## config.mk

```make
export PLATFORM = sky130hd
export DESIGN_NAME = id_ex_operand_stage
export DESIGN_NICKNAME = d
export VERILOG_FILES = /design/src/rtl/id_ex_operand_stage.sv
export SDC_FILE = /design/constraint.sdc
export NUM_CORES = 1
export LEC_CHECK = 0
export CAP_MARGIN = 10
export CORE_AREA = 8 8 214 216
export CTS_CLUSTER_SIZE = 25
export DETAILED_ROUTE_END_ITERATION = 6
export DIE_AREA = 0 0 222 224
export PLACE_DENSITY_LB_ADDON = 0.2
export SLEW_MARGIN = 20
export SYNTH_ARGS = -nofsm -noshare
export SYNTH_HDL_FRONTEND = slang
export SYNTH_SLANG_ARGS = --single-unit
export TNS_END_PERCENT = 1
```

## constraint.sdc

```tcl
create_clock -name Clk -period 5.7 [get_ports Clk]
set_input_delay 0.855 -clock Clk [delete_from_list [all_inputs] [get_ports Clk]]
set_output_delay 0.855 -clock Clk [all_outputs]
set_load 0.005 [all_outputs]
```

## src/rtl/id_ex_operand_stage.sv

```systemverilog
// ID/EX pipeline register with operand forwarding in front of the 64-bit ALU.
// Captures decoded operands/control, resolves RAW hazards from EX/MEM and MEM/WB, supports stall and flush.
module id_ex_operand_stage #(
    parameter int DATA_WIDTH = 64,
    parameter int ZERO_REG   = 31
) (
    input  logic                  Clk,
    input  logic                  Reset,
    input  logic                  Stall,
    input  logic                  Flush,
    input  logic                  InValid,
    input  logic [4:0]            InRn,
    input  logic [4:0]            InRm,
    input  logic [4:0]            InRd,
    input  logic [DATA_WIDTH-1:0] InBusA,
    input  logic [DATA_WIDTH-1:0] InBusB,
    input  logic [DATA_WIDTH-1:0] InImm,
    input  logic                  InALUSrc,
    input  logic [3:0]            InALUCtrl,
    input  logic                  InRegWrite,
    input  logic                  InMemRead,
    input  logic                  InMemWrite,
    input  logic                  ExMemRegWrite,
    input  logic [4:0]            ExMemRd,
    input  logic [DATA_WIDTH-1:0] ExMemResult,
    input  logic                  MemWbRegWrite,
    input  logic [4:0]            MemWbRd,
    input  logic [DATA_WIDTH-1:0] MemWbData,
    output logic                  Valid,
    output logic [DATA_WIDTH-1:0] BusA,
    output logic [DATA_WIDTH-1:0] BusB,
    output logic [DATA_WIDTH-1:0] StoreData,
    output logic [3:0]            ALUCtrl,
    output logic [4:0]            Rd,
    output logic                  RegWrite,
    output logic                  MemRead,
    output logic                  MemWrite
);
    localparam logic [4:0] ZR = 5'(ZERO_REG);

    logic                  valid_reg;
    logic [4:0]            rd_reg;
    logic [DATA_WIDTH-1:0] imm_reg;
    logic                  alu_src_reg;
    logic [3:0]            alu_ctrl_reg;
    logic                  reg_write_reg;
    logic                  mem_read_reg;
    logic                  mem_write_reg;

    logic [4:0]            in_src [2];
    logic [DATA_WIDTH-1:0] in_bus [2];
    logic [DATA_WIDTH-1:0] fwd    [2];

    assign in_src[0] = InRn;
    assign in_src[1] = InRm;
    assign in_bus[0] = InBusA;
    assign in_bus[1] = InBusB;

    // Operand 0 is A (from Rn), operand 1 is the B source / store data (from Rm).
    genvar gi;
    generate
        for (gi = 0; gi < 2; gi++) begin : g_operand
            logic [4:0]            src_reg;
            logic [DATA_WIDTH-1:0] raw_reg;
            logic [DATA_WIDTH-1:0] raw_next;
            logic                  wb_hit_in;
            logic                  wb_hit_held;
            logic                  ex_hit_held;

            assign wb_hit_in   = MemWbRegWrite && (MemWbRd == in_src[gi]);
            assign wb_hit_held = MemWbRegWrite && (MemWbRd == src_reg) && (src_reg != ZR);
            assign ex_hit_held = ExMemRegWrite && (ExMemRd == src_reg) && (src_reg != ZR);

            // Stall refresh keeps a writeback result that would otherwise retire unseen.
            always_comb begin
                raw_next = raw_reg;
                if (Reset || Flush) begin
                    raw_next = '0;
                end else if (Stall) begin
                    if (wb_hit_held)
                        raw_next = MemWbData;
                end else if (in_src[gi] == ZR) begin
                    raw_next = '0;
                end else if (wb_hit_in) begin
                    raw_next = MemWbData;
                end else begin
                    raw_next = in_bus[gi];
                end
            end

            always_ff @(posedge Clk) begin
                raw_reg <= raw_next;
                if (Reset || Flush)
                    src_reg <= '0;
                else if (!Stall)
                    src_reg <= in_src[gi];
            end

            // Youngest producer (EX/MEM) wins over MEM/WB.
            assign fwd[gi] = ex_hit_held ? ExMemResult :
                             wb_hit_held ? MemWbData   : raw_reg;
        end
    endgenerate

    always_ff @(posedge Clk) begin
        if (Reset || Flush) begin
            valid_reg     <= 1'b0;
            rd_reg        <= '0;
            imm_reg       <= '0;
            alu_src_reg   <= 1'b0;
            alu_ctrl_reg  <= 4'b0000;
            reg_write_reg <= 1'b0;
            mem_read_reg  <= 1'b0;
            mem_write_reg <= 1'b0;
        end else if (!Stall) begin
            valid_reg     <= InValid;
            rd_reg        <= InRd;
            imm_reg       <= InImm;
            alu_src_reg   <= InALUSrc;
            alu_ctrl_reg  <= InALUCtrl;
            reg_write_reg <= InRegWrite;
            mem_read_reg  <= InMemRead;
            mem_write_reg <= InMemWrite;
        end
    end

    assign Valid     = valid_reg;
    assign BusA      = fwd[0];
    assign StoreData = fwd[1];
    assign BusB      = alu_src_reg ? imm_reg : fwd[1];
    assign ALUCtrl   = alu_ctrl_reg;
    assign Rd        = rd_reg;
    assign RegWrite  = reg_write_reg;
    assign MemRead   = mem_read_reg;
    assign MemWrite  = mem_write_reg;
endmodule

```

==> impl_results.md <==
- DRC: 0
- Post-synth ARST share: 0%
- Clk pwr share: between 40% and 50%
- GRT overflow: 0
- Syn nets: 1,843
- Port bufs: 564
- Peak VDD IR: 0.206 mV
- Worst hold path type: reg -> reg
- Number of synthesized flops with an enable pin: 0
- Max H-tree Level: 1
- Post-DRT Antenna Nets: 0
- Total Routing Usage GR: roughly 22%
- Place WS: 885 ps
- Setup_tns: 0 ps
- Share of layout cells above drive strength 1: under 10%
- Clock Path Buffers: 3
- NetSw: 1.16 mW
- Slew @ Worst Pin: around 1100 ps
- Sw Ratio: 25.5%
- PwrDens: 230 nW/um2
- Internal power: 3.38 mW
- Unrepaired setup endpoints after global routing: false
- Seq pwr share: 35.0%
- Vias in the first global route: between 10,000 and 15,000
- Period minus WS final: 4830 ps
- Maximum capacitance violations: 0
- Crit end category: primary output
- # clock sinks: 216
- CTS resizes: 0
- Total Power: 4.54 mW
- Register area share after synthesis: between 30% and 40%
- Max-slew headroom: 28.3%
- Num ports: 565
- Fin worst setup slack: slightly below 900 ps
- Commonest register cell after synthesis: dfxtp_1
- Largest net degree at the start of global routing: 74
- Final setup fails: 0
- Final Hold Viols: 0
- #FFs+latches synth: 216
- Die ar.: 49,700 um2
- # hold bufs at CTS: 0
- Final Cycle Share: 84.8%
- Initial Utilization: 29.8%
- Core area: 42,500 um2
- Ys Warns: 0
- F_max: 207 MHz
- Max FO, Critical Path: 36
- Rows: 76
- Slew Limit Fails: 0
- Clock skew: between 10 and 15 ps
- Placer Congestion: 0.880
- Critical path class: in -> out
- Post-DP HPWL: 43,000 um
- Die Ht: 224 um
- Die X: 222 um
- CTS tree: built
- Area grow syn2layout: 55.9%
- Nets: 2,322
- Synth Instances: approximately 1,500
- CP Launch Type: primary input
- Reg2reg setup slack: 3160 ps
- Leak Pwr: 7.14 nW
- Worst Path Arrival: 3980 ps
- Clk_lat worst skew: 560 ps
- Status: finished clean
- Comb power frac: 19.5%
- Cts bufs inserted: 28
- Vias/cell: 5.22
- Wirelength per Cell: approximately 23 um
- Synth unique cells: 34
- Initial antenna violation count: 15
- Root buf cell: clkbuf_16
- DR iter-0 viols: around 870
- WL final: 59,500 um
- CTS clk-pin slew, worst paths: 60 ps
- Syn avg cell area: 8.55 um2
- Post-CTS setup buffer count: 0
- Total number of vias: 13,300
- CP Data Required Time: 4850 ps
- Largest register FFs: 128
- First-pass GRT wire length: 87,300 um
- Cell Area, Synth: 12,700 um2
- Pre-antenna DRT Iters: 5
[metal layers]
metal  part of all wire [%]  global-route usage (%)
met5                  0.045                       0
met4                    2.6                    8.23
met1                     41                    26.7
met3                    7.1                    5.69
met2                     50                    38.6
[cell usage after synthesis, drive strengths merged (3+ instances only)]
cell	n	area, um2
mux2	64	721
xnor2	14	130
clkbuf	88	332
and2	62	388
inv	63	236
o21ai	68	340
mux2i	280	2800
xor2	16	140
a21oi	64	320
dfxtp	216	4320
nand3	5	25.0
or2	3	18.8
or3	62	388
nand4	4	31.3
o22ai	126	788
nand2	3	11.3
nor3	64	320
buf	48	279
nor2	154	578
and3	5	31.3
nor4	4	25.0
a31oi	64	400
[through the flow]
step / std cells / utilization (%) / hold WS [ps] / cell area (um2)
after floorplan: 1483 / - / 458 / 12700
after global placement: 2478 / 43.9 / 468 / 18700
after detailed placement: 2478 / 43.9 / 481 / 18700
after CTS: 2530 / 46.4 / 496 / 19700
after global routing: 2543 / 46.5 / 515 / 19800
final: 2543 / 46.5 / 495 / 19800
[layout make-up]
cell class | count | area [um2]
fillers | 4141 | 22700
multi-input cells | 1068 | 7580
repair buffers | 585 | 5840
flip-flops and latches | 216 | 4330
clock buffers | 36 | 813
well taps | 546 | 683
clock inverters | 16 | 258
inverters | 63 | 236
diodes | 13 | 32.5
[worst max-delay path, cell delays in order]
cell,delay (ps)
clkdlybuf4s50_1,540
xor2_1,200
nor4_1,390
and4_4,570
buf_12,320
mux2i_1,160
a21oi_1,300
clkdlybuf4s50_1,570
[final timing paths]
| kind | from | endpoint | cells after the start |
|---|---|---|---|
| worst min-delay path | imm_reg[45] | imm_reg[45] | 2 |
| worst min register to register | imm_reg[45] | imm_reg[45] | 2 |
| worst max-delay path | MemWbRd[4] | BusA[4] | 8 |
| worst max register to register | g_operand[0].src_reg[3] | g_operand[0].raw_reg[35] | 6 |
[power by group through the flow]
stage	Sequential [mW]	Clock, mW	Combinational (mW)
floorplan	1.61	0	0.333
finish	1.59	2.07	0.883
global route	1.59	2.18	0.940
global placement	1.62	0	0.874
detailed placement	1.62	0	0.880
CTS	1.59	2.11	0.886
[cell usage in the layout (no fill, tap or decap), types with 2 or more instances in the layout]
cell type,count
and3_1,3
a31oi_1,64
diode_2,13
clkbuf_1,2
clkinv_2,8
xor2_1,16
mux2i_1,280
or3_1,62
clkbuf_8,4
clkbuf_16,30
nor4_1,4
o21ai_1,15
a21o_1,2
nor3_1,64
and2_1,62
nand2_1,2
mux2_2,17
mux2_1,47
inv_1,63
o22ai_1,126
xnor2_1,13
o21ai_0,51
clkdlybuf4s50_1,563
bufinv_16,7
nand3_1,5
a21oi_1,64
or2_4,2
and3_4,2
nor2_1,154
nand4_1,3
dfxtp_1,215
buf_4,18
buf_12,3
o21ai_4,2
[logic make-up (layout without fill, tap and decap cells)]
| kind of cell | after synthesis | in the layout | share of synthesized area, % |
|---|---|---|---|
| simple gates | 368 | 368 | 14.5 |
| mux | 344 | 344 | 27.8 |
| compound gates | 326 | 326 | 14.9 |
| flops | 216 | 216 | 34.1 |
| buf+inv | 199 | 700 | 6.68 |
| xor+xnor | 30 | 30 | 2.13 |
| other cells | 0 | 13 | 0 |
Power figures use the tool's default switching activity.
